File: config.mk
export PLATFORM = sky130hd
export DESIGN_NAME = register_file_multilane
export DESIGN_NICKNAME = d
export VERILOG_FILES = /design/src/rtl/regfile_pkg.sv /design/src/rtl/regfile_ptr_unit.sv /design/src/rtl/register_file_multilane.sv
export SDC_FILE = /design/constraint.sdc
export NUM_CORES = 1
export LEC_CHECK = 0
export CAP_MARGIN = 20
export CORE_ASPECT_RATIO = 0.8
export CORE_MARGIN = 2
export CORE_UTILIZATION = 65
export CTS_BUF_LIST = sky130_fd_sc_hd__clkbuf_8
export DETAILED_ROUTE_END_ITERATION = 10
export PLACE_DENSITY = 0.94
export SYNTH_ARGS = -nofsm -noshare
export SYNTH_HDL_FRONTEND = slang
export SYNTH_SLANG_ARGS = --single-unit
File: constraint.sdc
create_clock -name clock -period 5.4 [get_ports clock]
set_input_delay 1.08 -clock clock [delete_from_list [all_inputs] [get_ports clock]]
set_output_delay 1.08 -clock clock [all_outputs]
set_load 0.02 [all_outputs]
File: src/rtl/regfile_pkg.sv
// regfile_pkg: shared definitions for register_file_multilane.
//   ptr_op_e : pointer-pair operation encodings
//   lane_lo  : low bit index of lane k within a packed per-lane bus
package regfile_pkg;

  typedef enum logic [1:0] {
    PTR_NONE = 2'b00,
    PTR_INC  = 2'b01,
    PTR_DEC  = 2'b10,
    PTR_RSVD = 2'b11
  } ptr_op_e;

  function automatic int unsigned lane_lo(input int unsigned lane, input int unsigned width);
    return lane * width;
  endfunction

endpackage

File: src/rtl/regfile_ptr_unit.sv
// regfile_ptr_unit: pointer-pair engine for register_file_multilane.
// Takes the current pair value {reg[sel+1], reg[sel]} and produces the
// post-increment / pre-decrement result for the array, plus the registered
// effective-address outputs.
//   clock, nreset : falling-edge clock, async active-low reset
//   ptr_op        : 00 none, 01 post-inc, 10 pre-dec, 11 treated as none
//   ptr_sel       : low register of the pair; odd values are rejected
//   pair_q        : current pair value fetched by the top
//   upd_en        : pair is to be written with upd_val this edge
//   upd_val       : new pair value (modulo 2**(2*DATA_W))
//   ptr_out       : registered effective address (holds when no valid op)
//   ptr_valid     : 1-cycle pulse, ptr_out updated
//   ptr_err       : 1-cycle pulse, odd ptr_sel, op dropped
module regfile_ptr_unit
  import regfile_pkg::*;
#(
  parameter int unsigned DATA_W = 8,
  parameter int unsigned ADDR_W = 5
) (
  input  logic                  clock,
  input  logic                  nreset,
  input  logic [1:0]            ptr_op,
  input  logic [ADDR_W-1:0]     ptr_sel,
  input  logic [2*DATA_W-1:0]   pair_q,
  output logic                  upd_en,
  output logic [2*DATA_W-1:0]   upd_val,
  output logic [2*DATA_W-1:0]   ptr_out,
  output logic                  ptr_valid,
  output logic                  ptr_err
);

  localparam logic [2*DATA_W-1:0] ONE = {{(2*DATA_W-1){1'b0}}, 1'b1};

  ptr_op_e op;
  logic    is_inc;
  logic    is_dec;
  logic    active;

  always_comb begin
    op      = ptr_op_e'(ptr_op);
    is_inc  = (op == PTR_INC);
    is_dec  = (op == PTR_DEC);
    active  = is_inc | is_dec;
    upd_en  = active & ~ptr_sel[0];
    upd_val = is_inc ? (pair_q + ONE) : (pair_q - ONE);
  end

  always_ff @(negedge clock or negedge nreset) begin
    if (!nreset) begin
      ptr_out   <= '0;
      ptr_valid <= 1'b0;
      ptr_err   <= 1'b0;
    end else begin
      ptr_valid <= upd_en;
      ptr_err   <= active & ptr_sel[0];
      // post-inc reports the old pair, pre-dec reports the new one
      if (upd_en) ptr_out <= is_inc ? pair_q : upd_val;
    end
  end

endmodule

File: src/rtl/register_file_multilane.sv
// register_file_multilane: NUM_REGS x DATA_W register file with LANES
// independent write/read lanes (registered reads) and a pointer-pair unit.
// All state changes on the falling edge of clock; nreset is async active-low.
//   wr_en/wr_addr/data_in : per-lane writes, highest lane wins on same address
//   rd_en/rd_addr         : per-lane reads; data_out is 0 for disabled lanes
//   ptr_op/ptr_sel        : pair post-inc / pre-dec on {reg[sel+1], reg[sel]}
//   ptr_out/ptr_valid/ptr_err : pointer results (see regfile_ptr_unit)
// Optional macro REGFILE_BYPASS_EN: reads return the value written on the
// same edge; otherwise reads return the pre-write value.
module register_file_multilane
  import regfile_pkg::*;
#(
  parameter int unsigned DATA_W   = 8,
  parameter int unsigned NUM_REGS = 32,
  parameter int unsigned LANES    = 2,
  parameter int unsigned ADDR_W   = $clog2(NUM_REGS)
) (
  input  logic                      clock,
  input  logic                      nreset,
  input  logic [LANES-1:0]          wr_en,
  input  logic [LANES*ADDR_W-1:0]   wr_addr,
  input  logic [LANES*DATA_W-1:0]   data_in,
  input  logic [LANES-1:0]          rd_en,
  input  logic [LANES*ADDR_W-1:0]   rd_addr,
  output logic [LANES*DATA_W-1:0]   data_out,
  input  logic [1:0]                ptr_op,
  input  logic [ADDR_W-1:0]         ptr_sel,
  output logic [2*DATA_W-1:0]       ptr_out,
  output logic                      ptr_valid,
  output logic                      ptr_err
);

  logic [DATA_W-1:0]   regs      [NUM_REGS];
  logic [DATA_W-1:0]   regs_next [NUM_REGS];
  logic [ADDR_W-1:0]   sel_hi;
  logic [2*DATA_W-1:0] pair_q;
  logic                upd_en;
  logic [2*DATA_W-1:0] upd_val;

  assign sel_hi = {ptr_sel[ADDR_W-1:1], 1'b1};
  assign pair_q = {regs[sel_hi], regs[ptr_sel]};

  regfile_ptr_unit #(
    .DATA_W (DATA_W),
    .ADDR_W (ADDR_W)
  ) u_ptr (
    .clock     (clock),
    .nreset    (nreset),
    .ptr_op    (ptr_op),
    .ptr_sel   (ptr_sel),
    .pair_q    (pair_q),
    .upd_en    (upd_en),
    .upd_val   (upd_val),
    .ptr_out   (ptr_out),
    .ptr_valid (ptr_valid),
    .ptr_err   (ptr_err)
  );

  // Pointer update applied first, then lanes in ascending order, so a lane
  // write overrides only the byte it hits and the highest lane wins.
  always_comb begin
    regs_next = regs;
    if (upd_en) begin
      regs_next[ptr_sel] = upd_val[DATA_W-1:0];
      regs_next[sel_hi]  = upd_val[2*DATA_W-1:DATA_W];
    end
    for (int unsigned k = 0; k < LANES; k++) begin
      if (wr_en[k])
        regs_next[wr_addr[lane_lo(k, ADDR_W) +: ADDR_W]] = data_in[lane_lo(k, DATA_W) +: DATA_W];
    end
  end

  always_ff @(negedge clock or negedge nreset) begin
    if (!nreset) begin
      regs <= '{default: '0};
    end else begin
      regs <= regs_next;
    end
  end

  always_ff @(negedge clock or negedge nreset) begin
    if (!nreset) begin
      data_out <= '0;
    end else begin
      for (int unsigned k = 0; k < LANES; k++) begin
        if (rd_en[k])
`ifdef REGFILE_BYPASS_EN
          data_out[lane_lo(k, DATA_W) +: DATA_W] <= regs_next[rd_addr[lane_lo(k, ADDR_W) +: ADDR_W]];
`else
          data_out[lane_lo(k, DATA_W) +: DATA_W] <= regs[rd_addr[lane_lo(k, ADDR_W) +: ADDR_W]];
`endif
        else
          data_out[lane_lo(k, DATA_W) +: DATA_W] <= '0;
      end
    end
  end

endmodule
==> metrics.cfg, run 1 <==
[status]
status=did not finish
haltStage=global routing (5_1_grt)
error_line=[ERROR GRT-0116] Global routing finished with congestion. Check the congestion regions in the DRC Viewer.

[clocking]
cts_htree_levels=2
cts.sinks=290
clock_path_buffers=3
root_buffer=clkbuf_8
numCtsBuffers=48
hold_buffers=0

[floorplanning]
initial_core_util=0.6563
row_count=62
io_pins=83
die_h_um=174.0
die_w_um=216.5

[placement]
place_congestion=1.307
place_ws_ns=-2.617
placed_area_um2=28680
io_buffers=82
dp.final_hpwl_mm=90.63

[synth]
yosysWarnings=0
syn-instance-count=2528
synth.distinct_cells=59
ys.flop_type=dfrtn_1
yosysSeqAreaShare=0.3092
synth_seq_cells=290
syn_area_um2=23470
async_reset_ff_frac=1.000
syn_area_per_cell_um2=9.285
syn_nets=2593
synth_enable_flop_cells=0

[global_routing]
grt-ovfl-total=2251
grt_start_max_net_pins=64
grt.total_usage=1.022
grt_pass1_vias=38230
grt_pass1_wl_mm=277.6

-- synthesized netlist by cell type, types with 37 or more instances --
cell / count / area (um2)
o21ai_0: 122 / 610.6
nor3_1: 45 / 225.2
buf_1: 37 / 138.9
a211oi_1: 64 / 480.5
o22ai_1: 66 / 412.9
mux4_2: 270 / 6081
dfrtn_1: 290 / 7257
clkbuf_1: 171 / 641.9
mux2i_1: 67 / 670.6
a21oi_1: 409 / 2047
nand2_1: 367 / 1378
nor2_1: 308 / 1156
-- routing by layer --
layer  GRT overflow  GRT usage
met4            474      1.043
met1            337     0.9746
met2           1107      1.115
met3            288     0.9671
met5             45     0.9269
-- stage by stage --
step / std cells / utilization
floorplan: 2528 / -
global placement: 3361 / 0.8018
detailed placement: 3361 / 0.8018
CTS: 3501 / 0.8807
-- repair_timing --
item / CTS
endpoints found under the setup margin: 281
setup buffers: 48
gates resized for setup: 361
pin swaps: 90
cloned: 6
-- kinds of logic after synthesis --
logic type,synth area share
simple gates,0.1438
buf+inv,0.04334
compound gates,0.1949
fa+ha+maj,0.008849
flops,0.3092
mux,0.2929
xor+xnor,0.006983
==> inputs of run 2 (changes only) <==
CORE_ASPECT_RATIO = not set   (was 0.8)
CORE_UTILIZATION = 40   (was 65)
CTS_BUF_LIST = not set   (was sky130_fd_sc_hd__clkbuf_8)
PLACE_DENSITY = not set   (was 0.94)
PLACE_DENSITY_LB_ADDON = 0.15   (was not set)
==> run 2 against run 1 <==
Net effect: the flow now finishes, with violations (negative setup slack); synthesized area did not move; synthesized cell count did not move.
==> metrics.cfg, run 2 <==
[status]
status=complete, but fails checks
violations=negative setup slack

[worst_setup_path]
worstSetupPathType=input port to flop
required_ns=3.11
crit_arrival_ns=4.92
timing.reg2reg.setup_slack_ns=1.32
reg2regPathDepth=14
start_kind=input port
worstPathMaxFanout=8
cp_slowest_stage_delay_ns=0.55
crit_family=multiplexers
path_cells=buf_12 -> buf_12 -> buf_8 -> mux4_2 -> mux4_2 -> mux2_4 -> ha_4 -> a21o_1 -> a21o_1 -> a21o_1 -> a21o_1 -> a21o_1 -> a2111o_1 -> o211ai_2 -> xnor2_2 -> buf_12 -> o211ai_1
crit_buf_inv=4
worst_path_most_repeated_cell=a21o_1
worst_path_max_delay_cell=mux4_2
cp-end-kind=flop
cp.depth=17

[synth]
yosys.area.top_type_share=0.3092  ; unchanged
async_reset_ff_frac=1.000  ; unchanged
synth_enable_flop_cells=0  ; unchanged
synthTopCellsByArea=dfrtn_1 31%, mux4_2 26%, a21oi_1 8.7%
syn-instance-count=2528  ; unchanged
ys.flop_type=dfrtn_1
syn_area_per_cell_um2=9.285  ; unchanged
yosysMostFrequentCell=a21oi_1
synth_top_cell_by_area=dfrtn_1
yosysWarnings=0  ; unchanged
synth.distinct_cells=59  ; unchanged
syn_nets=2593  ; unchanged
syn_area_um2=23470  ; unchanged
yosysSeqAreaShare=0.3092  ; unchanged
synthTopCellsByCount=409 x a21oi_1, 367 x nand2_1, 308 x nor2_1
synth_seq_cells=290  ; unchanged

[cells_and_area]
fin_util=0.6089
drive_gt1_frac=0.4673
fillCellCount=4831
largest_register_ffs=256
top_register=regs
reg_top3=regs (256), data_out (16), u_ptr.ptr_out (16)
area_growth_pct=49.96
layout_common_cells=514 x buf_4, 302 x nand2_1, 290 x dfrtn_1, 270 x mux4_2, 262 x nor2_1
layout.nets=3186
final_cells=3917
mostFrequentLayoutCell=buf_4

[global_routing]
grt_pass1_vias=25500
grt_start_max_net_pins=68
grt-ovfl-total=0
grt.total_usage=0.4470
grt_pass1_wl_mm=189.5
antenna_found_initial=4

[placement]
place_congestion=1.051  ; -20%
dp.final_hpwl_mm=95.11  ; +4.9%
io_buffers=82  ; unchanged
placed_cells=3742  ; +11%

[timing]
worst_pin_slew_ns=0.7571
rsz0062_at_grt=yes
relSlewSlack=0.4953
timing.clock.skew_ns=0.02205
finalSetupViolCount=273
setup_ws_ns=-1.811
drv_slew=0
finalHoldViolations=0

[clocking]
root_buffer=clkbuf_16
cts_tree=yes
cts_htree_levels=2  ; unchanged
insertion_delay_ns=0.58
cts.sinks=290  ; unchanged
numCtsBuffers=38  ; -21%
clock_path_buffers=3  ; unchanged
path_clk_slew_ns=0.05

[power_and_ir_drop]
power.switching_w=0.01010
power_frac_seq=0.240
internal_power_w=0.01097
p_leak_nw=14.25
switching_share=0.4794
power.clock.fraction=0.124
comb_power_share=0.636
p_per_area_nw_per_um2=598.5
power_w=0.02107
ir_drop_uv=772.2

[detailed_routing]
antenna_left=0
dr.pass1.iters=6
dr_total_vias=26900
drc=0
viasPerCell=6.867
routedWlPerCell_um=34.93
drtIter0Drc=4040
wl_mm=136.8

[min_path]
whs_path_depth=2
hp-class=flop to flop

[floorplanning]
io_pins=83  ; unchanged
dieArea_um2=60630
row_count=88  ; +42%
die_w_um=246.2  ; +14%
initial_core_util=0.4060  ; -0.2503
core_area_um2=57810
die_h_um=246.2  ; +42%

[job]
drv_cap=0

[run 2: layout make-up]
type                    instances  area, um2  area share
repair buffers                783       8092      0.2299
flip-flops and latches        290       7257      0.2062
multi-input cells            1979      17520      0.4979
clock buffers                  54       1101     0.03128
well taps                     765      957.2     0.02719
clock inverters                13      147.6    0.004195
inverters                      29      108.9    0.003093
diodes                          4      10.01   0.0002844
[run 2: power by group through the flow]
stage / Combinational, W / Clock [W] / Sequential [W]
6_report: 0.0134 / 0.00261 / 0.00506
3_5_place_dp: 0.00885 / 0 / 0.00484
2_1_floorplan: 0.00473 / 0 / 0.00394
4_1_cts: 0.0121 / 0.00262 / 0.00482
3_3_place_gp: 0.00877 / 0 / 0.00480
5_1_grt: 0.0136 / 0.00271 / 0.00497
[run 2: path summary, 6_finish.rpt]
check | startpoint | endpoint
setup reg to reg | regs[142]$_DFF_NN0_ | regs[149]$_DFF_NN0_
hold reg to reg | u_ptr.ptr_out[5]$_DFFE_NN0P_ | u_ptr.ptr_out[5]$_DFFE_NN0P_
setup / recovery | ptr_sel[0] | regs[149]$_DFF_NN0_
hold / removal | u_ptr.ptr_out[5]$_DFFE_NN0P_ | u_ptr.ptr_out[5]$_DFFE_NN0P_
min in group asynchronous | nreset | regs[218]$_DFF_NN0_
max in group asynchronous | nreset | regs[176]$_DFF_NN0_
[run 2: per-layer routing]
layer / up-vias / global-route usage / part of all wire
met4: 2 / 0.2875 / 0.077
li1: 10720 / - / -
met3: 507 / 0.1643 / 0.15
met1: 13410 / 0.5743 / 0.36
met2: 2258 / 0.6324 / 0.41
met5: - / 0 / 0.000080
[run 2: cells by family after synthesis]
logic type	Yosys count	synth area share
compound gates	785	0.1949
xor+xnor	17	0.006983
fa+ha+maj	16	0.008849
buf+inv	259	0.04334
flops	290	0.3092
mux	348	0.2929
simple gates	813	0.1438
[run 2: stage by stage]
stage	setup WS [ns]	area (um2)	setup TNS (ns)	hold WS (ns)
after floorplan	-2.064	23870	-460.25	0.5139
after global placement	-2.434	30050	-561.80	0.4251
after detailed placement	-2.460	30050	-566.38	0.4296
after CTS	-1.679	34260	-360.91	0.4295
after global routing	-1.843	35190	-397.41	0.4622
final	-1.811	35200	-383.33	0.4313
[run 2: repair_timing]
item	CTS	global route
pin swaps	214	202
endpoints found under the hold margin	0	0
cloned	23	2
setup endpoints to repair	276	282
hold buffers	0	0
buffers inserted	75	29
gates resized for setup	520	234
[run 2: worst reg2reg max path, cell delays in order (launching register included)]
cell	delay, ns
dfrtn_1	0.44
mux4_2	0.56
mux4_2	0.52
mux2_4	0.33
ha_4	0.23
a21o_1	0.18
a21o_1	0.16
a21o_1	0.18
a21o_1	0.17
a21o_1	0.17
a2111o_1	0.30
o211ai_2	0.10
xnor2_2	0.21
buf_12	0.22
o211ai_1	0.13
No activity file was read; power rests on OpenSTA's default activity.
==> inputs of run 3 (changes only) <==
CAP_MARGIN = not set   (was 20)
==> results of run 3 <==
Final layout, timing and power as in run 2 (identical DEF).
